[src/rtl/mac_pkg.sv]
// Shared constants, types and the per-lane multiply-accumulate helper for the MAC row.
package mac_pkg;

    localparam int BW        = 4;
    localparam int PSUM_BW   = 16;
    localparam int COL       = 8;
    localparam int INST_LOAD = 0;
    localparam int INST_EXEC = 1;

    typedef logic [1:0] inst_t;

    typedef enum logic {
        TILE_LOADED = 1'b0,
        TILE_EMPTY  = 1'b1
    } tile_state_t;

    // Zero-extended activation times signed weight, sign-extended and added with wrap.
    function automatic logic [PSUM_BW-1:0] mac_fn(
        input logic        [BW-1:0]      a,
        input logic signed [BW-1:0]      b,
        input logic        [PSUM_BW-1:0] c
    );
        logic signed [BW:0]      a_ext;
        logic signed [PSUM_BW-1:0] prod;
        a_ext = $signed({1'b0, a});
        prod  = PSUM_BW'(a_ext) * PSUM_BW'(b);
        return prod + c;
    endfunction

endpackage

[src/rtl/mac_row_if.sv]
// West/north inputs and south outputs of one MAC row, bundled for the row and its driver.
interface mac_row_if;
    import mac_pkg::*;

    logic [BW-1:0]          in_w;
    inst_t                  inst_w;
    logic [PSUM_BW*COL-1:0] in_n;
    logic [PSUM_BW*COL-1:0] out_s;
    logic [COL-1:0]         valid;

    modport master (
        output in_w, inst_w, in_n,
        input  out_s, valid
    );

    modport slave (
        input  in_w, inst_w, in_n,
        output out_s, valid
    );

endinterface

[src/rtl/mac_tile.sv]
// One weight-stationary tile: holds a signed weight once loaded, forwards activation and
// instruction east, and presents activation*weight + north partial sum to the south.
module mac_tile
    import mac_pkg::*;
(
    input  logic               clk,
    input  logic               reset_n,
    input  logic [BW-1:0]      in_w,
    input  inst_t              inst_w,
    input  logic [PSUM_BW-1:0] in_n,
    output logic [BW-1:0]      out_e,
    output inst_t              inst_e,
    output logic [PSUM_BW-1:0] out_s,
    output logic               valid
);

    tile_state_t          state_q, state_d;
    logic [BW-1:0]        a_q, a_d;
    logic signed [BW-1:0] b_q, b_d;
    logic [PSUM_BW-1:0]   c_q, c_d;
    inst_t                inst_q, inst_d;
    logic                 load_ready_s;

    // The EMPTY state is the tile's load-ready flag.
    assign load_ready_s = (state_q == TILE_EMPTY);

    // Next-state and datapath capture.
    always_comb begin
        state_d = state_q;
        a_d     = a_q;
        b_d     = b_q;
        c_d     = c_q;
        inst_d  = 2'b00;

        case (state_q)
            TILE_EMPTY: begin
                if (inst_w[INST_LOAD]) begin
                    state_d = TILE_LOADED;
                    b_d     = in_w;
                end else begin
                    state_d = TILE_EMPTY;
                end
            end
            TILE_LOADED: state_d = TILE_LOADED;
            default:     state_d = TILE_EMPTY;
        endcase

        // Load token moves east only once this tile already holds its weight.
        inst_d[INST_LOAD] = inst_w[INST_LOAD] & ~load_ready_s;
        inst_d[INST_EXEC] = inst_w[INST_EXEC];

        if (|inst_w) begin
            a_d = in_w;
        end else begin
            a_d = a_q;
        end

        if (inst_w[INST_EXEC]) begin
            c_d = in_n;
        end else begin
            c_d = c_q;
        end
    end

    // Tile registers.
    always_ff @(posedge clk or negedge reset_n) begin
        if (!reset_n) begin
            state_q <= TILE_EMPTY;
            a_q     <= {BW{1'b0}};
            b_q     <= {BW{1'b0}};
            c_q     <= {PSUM_BW{1'b0}};
            inst_q  <= 2'b00;
        end else begin
            state_q <= state_d;
            a_q     <= a_d;
            b_q     <= b_d;
            c_q     <= c_d;
            inst_q  <= inst_d;
        end
    end

    assign out_e  = a_q;
    assign inst_e = inst_q;
    assign out_s  = mac_fn(a_q, b_q, c_q);
    assign valid  = inst_q[INST_EXEC];

endmodule

[src/rtl/mac_row.sv]
// Row of COL MAC tiles chained west to east; each tile owns one north/south lane.
module mac_row
    import mac_pkg::*;
(
    input  logic      clk,
    input  logic      reset_n,
    mac_row_if.slave  bus
);

    logic [BW-1:0]                a_chain_s    [COL+1];
    inst_t                        inst_chain_s [COL+1];
    logic [COL-1:0][PSUM_BW-1:0]  in_lane_s;
    logic [COL-1:0][PSUM_BW-1:0]  out_lane_s;
    logic [COL-1:0]               valid_s;
    logic                         unused_tail_s;

    assign a_chain_s[0]    = bus.in_w;
    assign inst_chain_s[0] = bus.inst_w;
    assign in_lane_s       = bus.in_n;
    assign bus.out_s       = out_lane_s;
    assign bus.valid       = valid_s;
    assign unused_tail_s   = ^{a_chain_s[COL], inst_chain_s[COL]};

    for (genvar g = 0; g < COL; g++) begin : g_tile
        mac_tile u_tile (
            .clk     (clk),
            .reset_n (reset_n),
            .in_w    (a_chain_s[g]),
            .inst_w  (inst_chain_s[g]),
            .in_n    (in_lane_s[g]),
            .out_e   (a_chain_s[g+1]),
            .inst_e  (inst_chain_s[g+1]),
            .out_s   (out_lane_s[g]),
            .valid   (valid_s[g])
        );
    end

endmodule

[src/flat_wrapper.sv]
// flat-port wrapper written by rule: the top's interface ports become plain ports
module mac_row_flat import mac_pkg::*;
  (clk, reset_n, bus_in_w, bus_inst_w, bus_in_n, bus_out_s, bus_valid);
  mac_row_if bus_i ();
  input  logic clk;
  input  logic reset_n;
  input wire logic [$bits(bus_i.in_w)-1:0] bus_in_w;
  input wire logic [$bits(bus_i.inst_w)-1:0] bus_inst_w;
  input wire logic [$bits(bus_i.in_n)-1:0] bus_in_n;
  output wire logic [$bits(bus_i.out_s)-1:0] bus_out_s;
  output wire logic [$bits(bus_i.valid)-1:0] bus_valid;
  assign bus_i.in_w = bus_in_w;
  assign bus_i.inst_w = bus_inst_w;
  assign bus_i.in_n = bus_in_n;
  assign bus_out_s = bus_i.out_s;
  assign bus_valid = bus_i.valid;
  mac_row u_core (.clk(clk), .reset_n(reset_n), .bus(bus_i));
endmodule
[config.mk]
export PLATFORM = sky130hd
export DESIGN_NAME = mac_row_flat
export DESIGN_NICKNAME = d
export VERILOG_FILES = /design/src/rtl/mac_pkg.sv /design/src/rtl/mac_row_if.sv /design/src/rtl/mac_tile.sv /design/src/rtl/mac_row.sv /design/src/flat_wrapper.sv
export SDC_FILE = /design/constraint.sdc
export NUM_CORES = 1
export LEC_CHECK = 0
export ABC_AREA = 1
export CORE_MARGIN = 2
export CORE_UTILIZATION = 40
export CTS_CLUSTER_DIAMETER = 100
export DETAILED_ROUTE_END_ITERATION = 10
export PLACE_DENSITY = 0.71
export SYNTH_ARGS = -nofsm -noshare
export SYNTH_HDL_FRONTEND = slang
export SYNTH_SLANG_ARGS = --single-unit
[constraint.sdc]
create_clock -name clk -period 10.6 [get_ports clk]
set_clock_uncertainty 0.2 [all_clocks]
set_input_delay 1.59 -clock clk [delete_from_list [all_inputs] [get_ports clk]]
set_output_delay 1.59 -clock clk [all_outputs]
set_load 0.02 [all_outputs]
## Yosys cells after proc, flatten, opt, wreduce, memory -nomap -nowiden

Cells that the tools add are included.

| word-level totals | value |
|---|---|
| output and inout port bits | 136 |
| logic and storage cells | 104 |
| input bits | 136 |
| bits in registers | 216 |

| cells by class | value |
|---|---|
| multipliers | 8 |
| reductions and logical operators | 16 |
| add/subtract/negate cells | 8 |
| mux-type cells | 16 |
| bitwise logic cells | 16 |

Operators with widths:

| kind | count |
|---|---|
| $add 16x16->16 | 8 |
| $mul 5x4->9 | 8 |
| $pmux 1 s2 | 8 |
| $reduce_and 2->1 | 8 |
| $reduce_or 2->1 | 8 |
| $and 1x1->1 | 8 |
| $mux 1 | 8 |
| $not 1->1 | 8 |

## Depth between registers and ports, before layout

| depth | value |
|---|---|
| word-level depth | 2 |
| depth in mapped cells | 25 |
| gate-level depth less buffers | 25 |

## By module

From an unflattened synthesis, not the netlist that was laid out.

| second synthesis, totals | value |
|---|---|
| cells, all modules | 2451 |
| area, all modules | 19183.4 µm² |

By module, submodules not included:

| module | instances | cells each | area an instance (µm²) |
|---|---|---|---|
| mac_tile at u_core.g_tile[2].u_tile | 1 | 311 | 2423.6 |
| mac_tile at u_core.g_tile[4].u_tile | 1 | 309 | 2409.8 |
| mac_tile at u_core.g_tile[0].u_tile | 1 | 308 | 2407.3 |
| mac_tile at u_core.g_tile[6].u_tile | 1 | 302 | 2402.3 |
| mac_tile at u_core.g_tile[1].u_tile | 1 | 305 | 2394.8 |
| mac_tile at u_core.g_tile[7].u_tile | 1 | 303 | 2387.3 |
| mac_tile at u_core.g_tile[5].u_tile | 1 | 306 | 2386.0 |
| mac_tile at u_core.g_tile[3].u_tile | 1 | 307 | 2372.3 |

## Worst setup path after synthesis

OpenSTA, ideal clock, no wires.

| timing path | value |
|---|---|
| path type | register to output |
| start | register u_core.g_tile[7].u_tile.b_q[3] |
| end | output port bus_out_s[120] |
| slack | 4615 ps |
| arrival | 4195 ps |
| path buffers | 0 |
| cell stages (with the launch flop) | 17 |
| data required time | 8810 ps |
| path through | dfrtp_1 > inv_1 > or2_2 > fa_1 > fa_1 > fa_1 > inv_1 > ha_1 > inv_1 > fa_1 > o21ai_0 > xor2_1 > ha_1 > a21o_1 > a21oi_1 > nand2_1 > xor2_1 |

| between the ends | value |
|---|---|
| longest elaborated chain between the ends | 2 |

RTL lines:

| item | line | source |
|---|---|---|
| start, declared | mac_tile.sv:19 | `logic signed [BW-1:0] b_q, b_d;` |
| start signal, assigned | mac_tile.sv:70 | `b_q <= {BW{1'b0}};` |
| $mul 5x4->9 | mac_pkg.sv:26 | `prod = PSUM_BW'(a_ext) * PSUM_BW'(b);` |
| $add 16x16->16 | mac_pkg.sv:27 | `return prod + c;` |
| end, declared | flat_wrapper.sv:10 | `output wire logic [$bits(bus_i.out_s)-1:0] bus_out_s;` |

Every way passes these cells.

## Worst setup path after layout

| timing path | value |
|---|---|
| start | register u_core.g_tile[7].u_tile.b_q[3] |
| end | output port bus_out_s[125] |

Same word-level chain as after synthesis.

==> results summary <==
The post-synthesis net count came out at 2866. The via count came out at 16432. The total overflow left after global routing is 0. The worst setup path is captured at a primary output.

The number of endpoints failing setup at the final stage came out at 0. The max-capacitance violation count came out at 0. The CTS H-tree depth came out at 1. The total wire length after detailed routing is 46400 microns. The die width came out at 222 microns. The fraction of final layout cells sized beyond drive strength 1 is 9.63%. Routability-driven placement finished with a final weighted congestion of 0.894. In this run the worst path has a maximum fanout of 5. For the worst flop-to-flop path, the logic depth is 3. The min-delay analysis places its worst path in the category reg2reg. The number of synthesized register bits came out at 215.

The worst slew margin relative to its limit came out at 34.0%. The initial core utilization came out at 40.7%. A synthesized cell averages 7.83 sq um. Setup slack on the worst reg-to-reg path comes out at 8780 ps.

The number of setup buffers added after CTS is 0. Measured on the finished design, the core utilization comes to 50.2%. The total CTS buffers is 29. Counting the fill cells in the layout gives 4409. Dividing total power by cell area gives a power density of 117 nW/um^2. The routed via count divided by cell count came out at 4.92. The area added between synthesis and finish came out at 23.3%.

The hold-fix buffer count after cts is 0. TritonCTS built the clock tree. The setup TNS came out at 0 ps. For this design, the sink count on the clock tree is 215. The worst endpoint required time came out at 8810 ps. The peak clock frequency supported by timing is 134 MHz. The final count of hold timing violations is 0. Summing internal, switching and leakage power gives 2.73 mW.

The clock transition at the register clock pins on the worst setup and hold paths after CTS came out at 60 ps. The maximum number of pins on one net before global-route repair came out at 80. Setup repair after global routing left no endpoint under its margin. The number of global-route vias before repair came out at 17004. The start-to-end type of the worst setup path is reg2out. The residual antenna-violating net count after detailed routing came out at 0.

The post-cts resize count came out at 0. VDD sags by at most 200 uV. The reg-to-reg critical path endpoint is u_core.g_tile[5].u_tile.out_e[0]. The pin slew with the least headroom to its limit is 990 ps. The path with the worst hold slack has its endpoint at u_core.g_tile[7].u_tile.load_ready_s. The element type at the critical path start is a register.

The post-placement cell area is 22300 sq um. STA puts the critical path data arrival time at 5660 ps. The startpoint identified for the worst hold timing path is u_core.g_tile[6].u_tile.inst_e[0]. The worst flop-to-flop path startpoint is u_core.g_tile[4].u_tile.inst_e[1]. The net count of the finished layout is 3147.

The clock root buffer is clkbuf_16. The die height is 222 microns. The number of distinct library cells after synthesis is 30. The post-synth design cell area came out at 19000 sq um. The max-slew violation total from the final report is 0. For this run, the slowest stage of the critical path takes 600 ps.

The initial antenna violation count is 3. The number of warnings reported in the yosys synthesis log came out at 0. The flow ran to the end, and the final reports show no timing, DRC or antenna violations. The critical path goes through inv_1 -> or2_2 -> fa_1 -> fa_1 -> fa_1 -> inv_1 -> ha_1 -> inv_1 -> fa_1 -> o21ai_0 -> xor2_1 -> ha_1 -> nand2_1 -> inv_1 -> nand2_1 -> nand3_1 -> a21oi_1 -> nand3_1 -> nand2_1 -> clkdlybuf4s50_1. Counting instances, the worst hold path has a depth of 1. 272 I/O pins were placed.

The floorplan has 79 rows. The port buffer count is 271. The die covers 49200 sq um. The post-DP HPWL is 36900 microns.

The leakage power came out at 13.4 nW. The final cycle utilization of the critical path is 70.2%. The core region is 46700 sq um.

The cell at the slowest stage of the critical path is clkdlybuf4s50_1. For this run, design rule violations remaining after detail routing come to 0. With fillers left out, the area of the finished cells amounts to 23400 sq um. The global router's overall resource usage is 18.9%. In this run, the number of DRC markers left after iteration 0 of detailed routing was 833. The first TritonRoute pass finished after 8 iterations. The routed design could run at a clock period as short as 7450 ps. The number of cells produced by synthesis is 2426. The global-route wire length before repair came out at 78600 microns. The share of the Yosys chip area taken by registers is 28.4%. The clock latency on the worst-skew pair is 560 ps. The maximum count of clock buffers along a single path came out at 3. The average routed wire per standard cell is 13.9 microns.
[sequential cells by signal, summed over array words and instances, names as in the netlist]
name,cells
u_core.g_tile.u_tile.b_q,32
u_core.g_tile.u_tile.c_q,128
u_core.g_tile.u_tile.inst_e,15
u_core.g_tile.u_tile.load_ready_s,8
u_core.g_tile.u_tile.out_e,32
[logic make-up (layout without fill, tap and decap cells)]
group                      Yosys count  count (layout)  synth area share, %
AOI/OAI and AO/OA                  234             234                 7.11
xor gates and xnor gates            88              88                 4.06
muxes                              120             120                 7.12
DFF                                215             215                 28.4
adders and majority gates          304             304                 21.9
and+or+nand+nor                   1028            1028                 22.5
buffers and inverters              437             741                 8.90
other                                0               1                    0
[metrics by stage]
stage | hold WS (ps) | cells | worst slack, ps
2_1_floorplan | 170 | 2426 | 4620
3_3_place_gp | 206 | 3283 | 3900
3_5_place_dp | 204 | 3283 | 3810
4_1_cts | 209 | 3337 | 3150
5_1_grt | 237 | 3337 | 2840
6_report | 209 | 3338 | 3150
[placed cells by master, fill, tap and decap left out, drive strengths merged]
master	n
nand2	713
inv	417
clkdlybuf4s50	270
ha	256
dfrtp	207
nand3	137
nor2	128
mux2	120
a21oi	113
o21ai	77
xor2	72
fa	48
clkbuf	34
a21o	31
nor3	19
xnor2	16
nand4	15
and2	12
o21bai	9
dfstp	8
clkinv	8
bufinv	6
a31oi	4
buf	4
or2	4
clkinvlp	2
diode	1
[cells in the mapped netlist]
| cell | count | area (sq um) |
|---|---|---|
| a21oi_2 | 19 | 166 |
| fa_1 | 48 | 961 |
| xor2_1 | 72 | 631 |
| a21oi_1 | 94 | 470 |
| ha_1 | 256 | 3200 |
| o21ai_0 | 77 | 385 |
| nand2_1 | 693 | 2600 |
| inv_2 | 17 | 63.8 |
| nor3_1 | 9 | 45.0 |
| inv_1 | 396 | 1490 |
| a21o_1 | 29 | 218 |
| buf_4 | 8 | 60.1 |
| dfstp_2 | 8 | 210 |
| or2_2 | 2 | 12.5 |
| nor2_1 | 127 | 477 |
| o21bai_1 | 9 | 67.6 |
| a21o_2 | 2 | 17.5 |
| or2_1 | 2 | 12.5 |
| nor2_2 | 1 | 6.26 |
| buf_2 | 16 | 80.1 |
| dfrtp_1 | 207 | 5180 |
| nand4_1 | 15 | 93.8 |
| nor3_2 | 10 | 100 |
| nand3_1 | 130 | 651 |
| and2_1 | 12 | 75.1 |
| nand3_2 | 7 | 70.1 |
| nand2_2 | 20 | 125 |
| a31oi_1 | 4 | 25.0 |
| mux2_2 | 120 | 1350 |
| xnor2_1 | 16 | 140 |
[area by class of cell]
| type | count | area [sq um] | area share, % |
|---|---|---|---|
| Sequential cell | 215 | 5390 | 23.0 |
| Timing Repair Buffer | 274 | 2740 | 11.7 |
| Clock inverter | 20 | 282 | 1.20 |
| Tap cell | 607 | 759 | 3.24 |
| Multi-Input combinational cell | 1774 | 11900 | 50.8 |
| Inverter | 413 | 1550 | 6.62 |
| Clock buffer | 34 | 785 | 3.35 |
| Antenna cell | 1 | 2.50 | 0.0107 |
[critical path, delay by kind of cell, from the launching register on]
family,cells,cell delay (ps)
fa+ha+maj,6,2360
xor+xnor,1,180
buf+inv,5,920
simple gates,6,800
compound gates,2,420
flops,1,390
[worst max-delay path by stage]
stage / slack (ps) / to / from / cells past startpoint
4_1_cts: 3150 / bus_out_s[125] / u_core.g_tile[7].u_tile.b_q[3] / 20
2_1_floorplan: 4620 / bus_out_s[120] / u_core.g_tile[7].u_tile.b_q[3] / 16
5_1_grt: 2840 / bus_out_s[127] / u_core.g_tile[7].u_tile.b_q[3] / 22
6_report: 3150 / bus_out_s[125] / u_core.g_tile[7].u_tile.b_q[3] / 20
3_3_place_gp: 3900 / bus_out_s[127] / u_core.g_tile[7].u_tile.b_q[3] / 20
3_5_place_dp: 3810 / bus_out_s[125] / u_core.g_tile[7].u_tile.b_q[3] / 20
[per-layer routing]
metal | GRT usage [%] | routed length (microns)
met1 | 21.8 | 19500
met2 | 36.1 | 23900
met3 | 3.18 | 1940
met4 | 4.34 | 1020
met5 | 0 | 39
[report_power, final]
part / switching, mW / total (mW) / internal [mW]
logic: 0.369 / 0.681 / 0.312
registers: 0.0753 / 0.968 / 0.893
clock network: 0.406 / 1.08 / 0.678
total: 0.851 / 2.73 / 1.88
No activity file was read; power rests on OpenSTA's default activity.
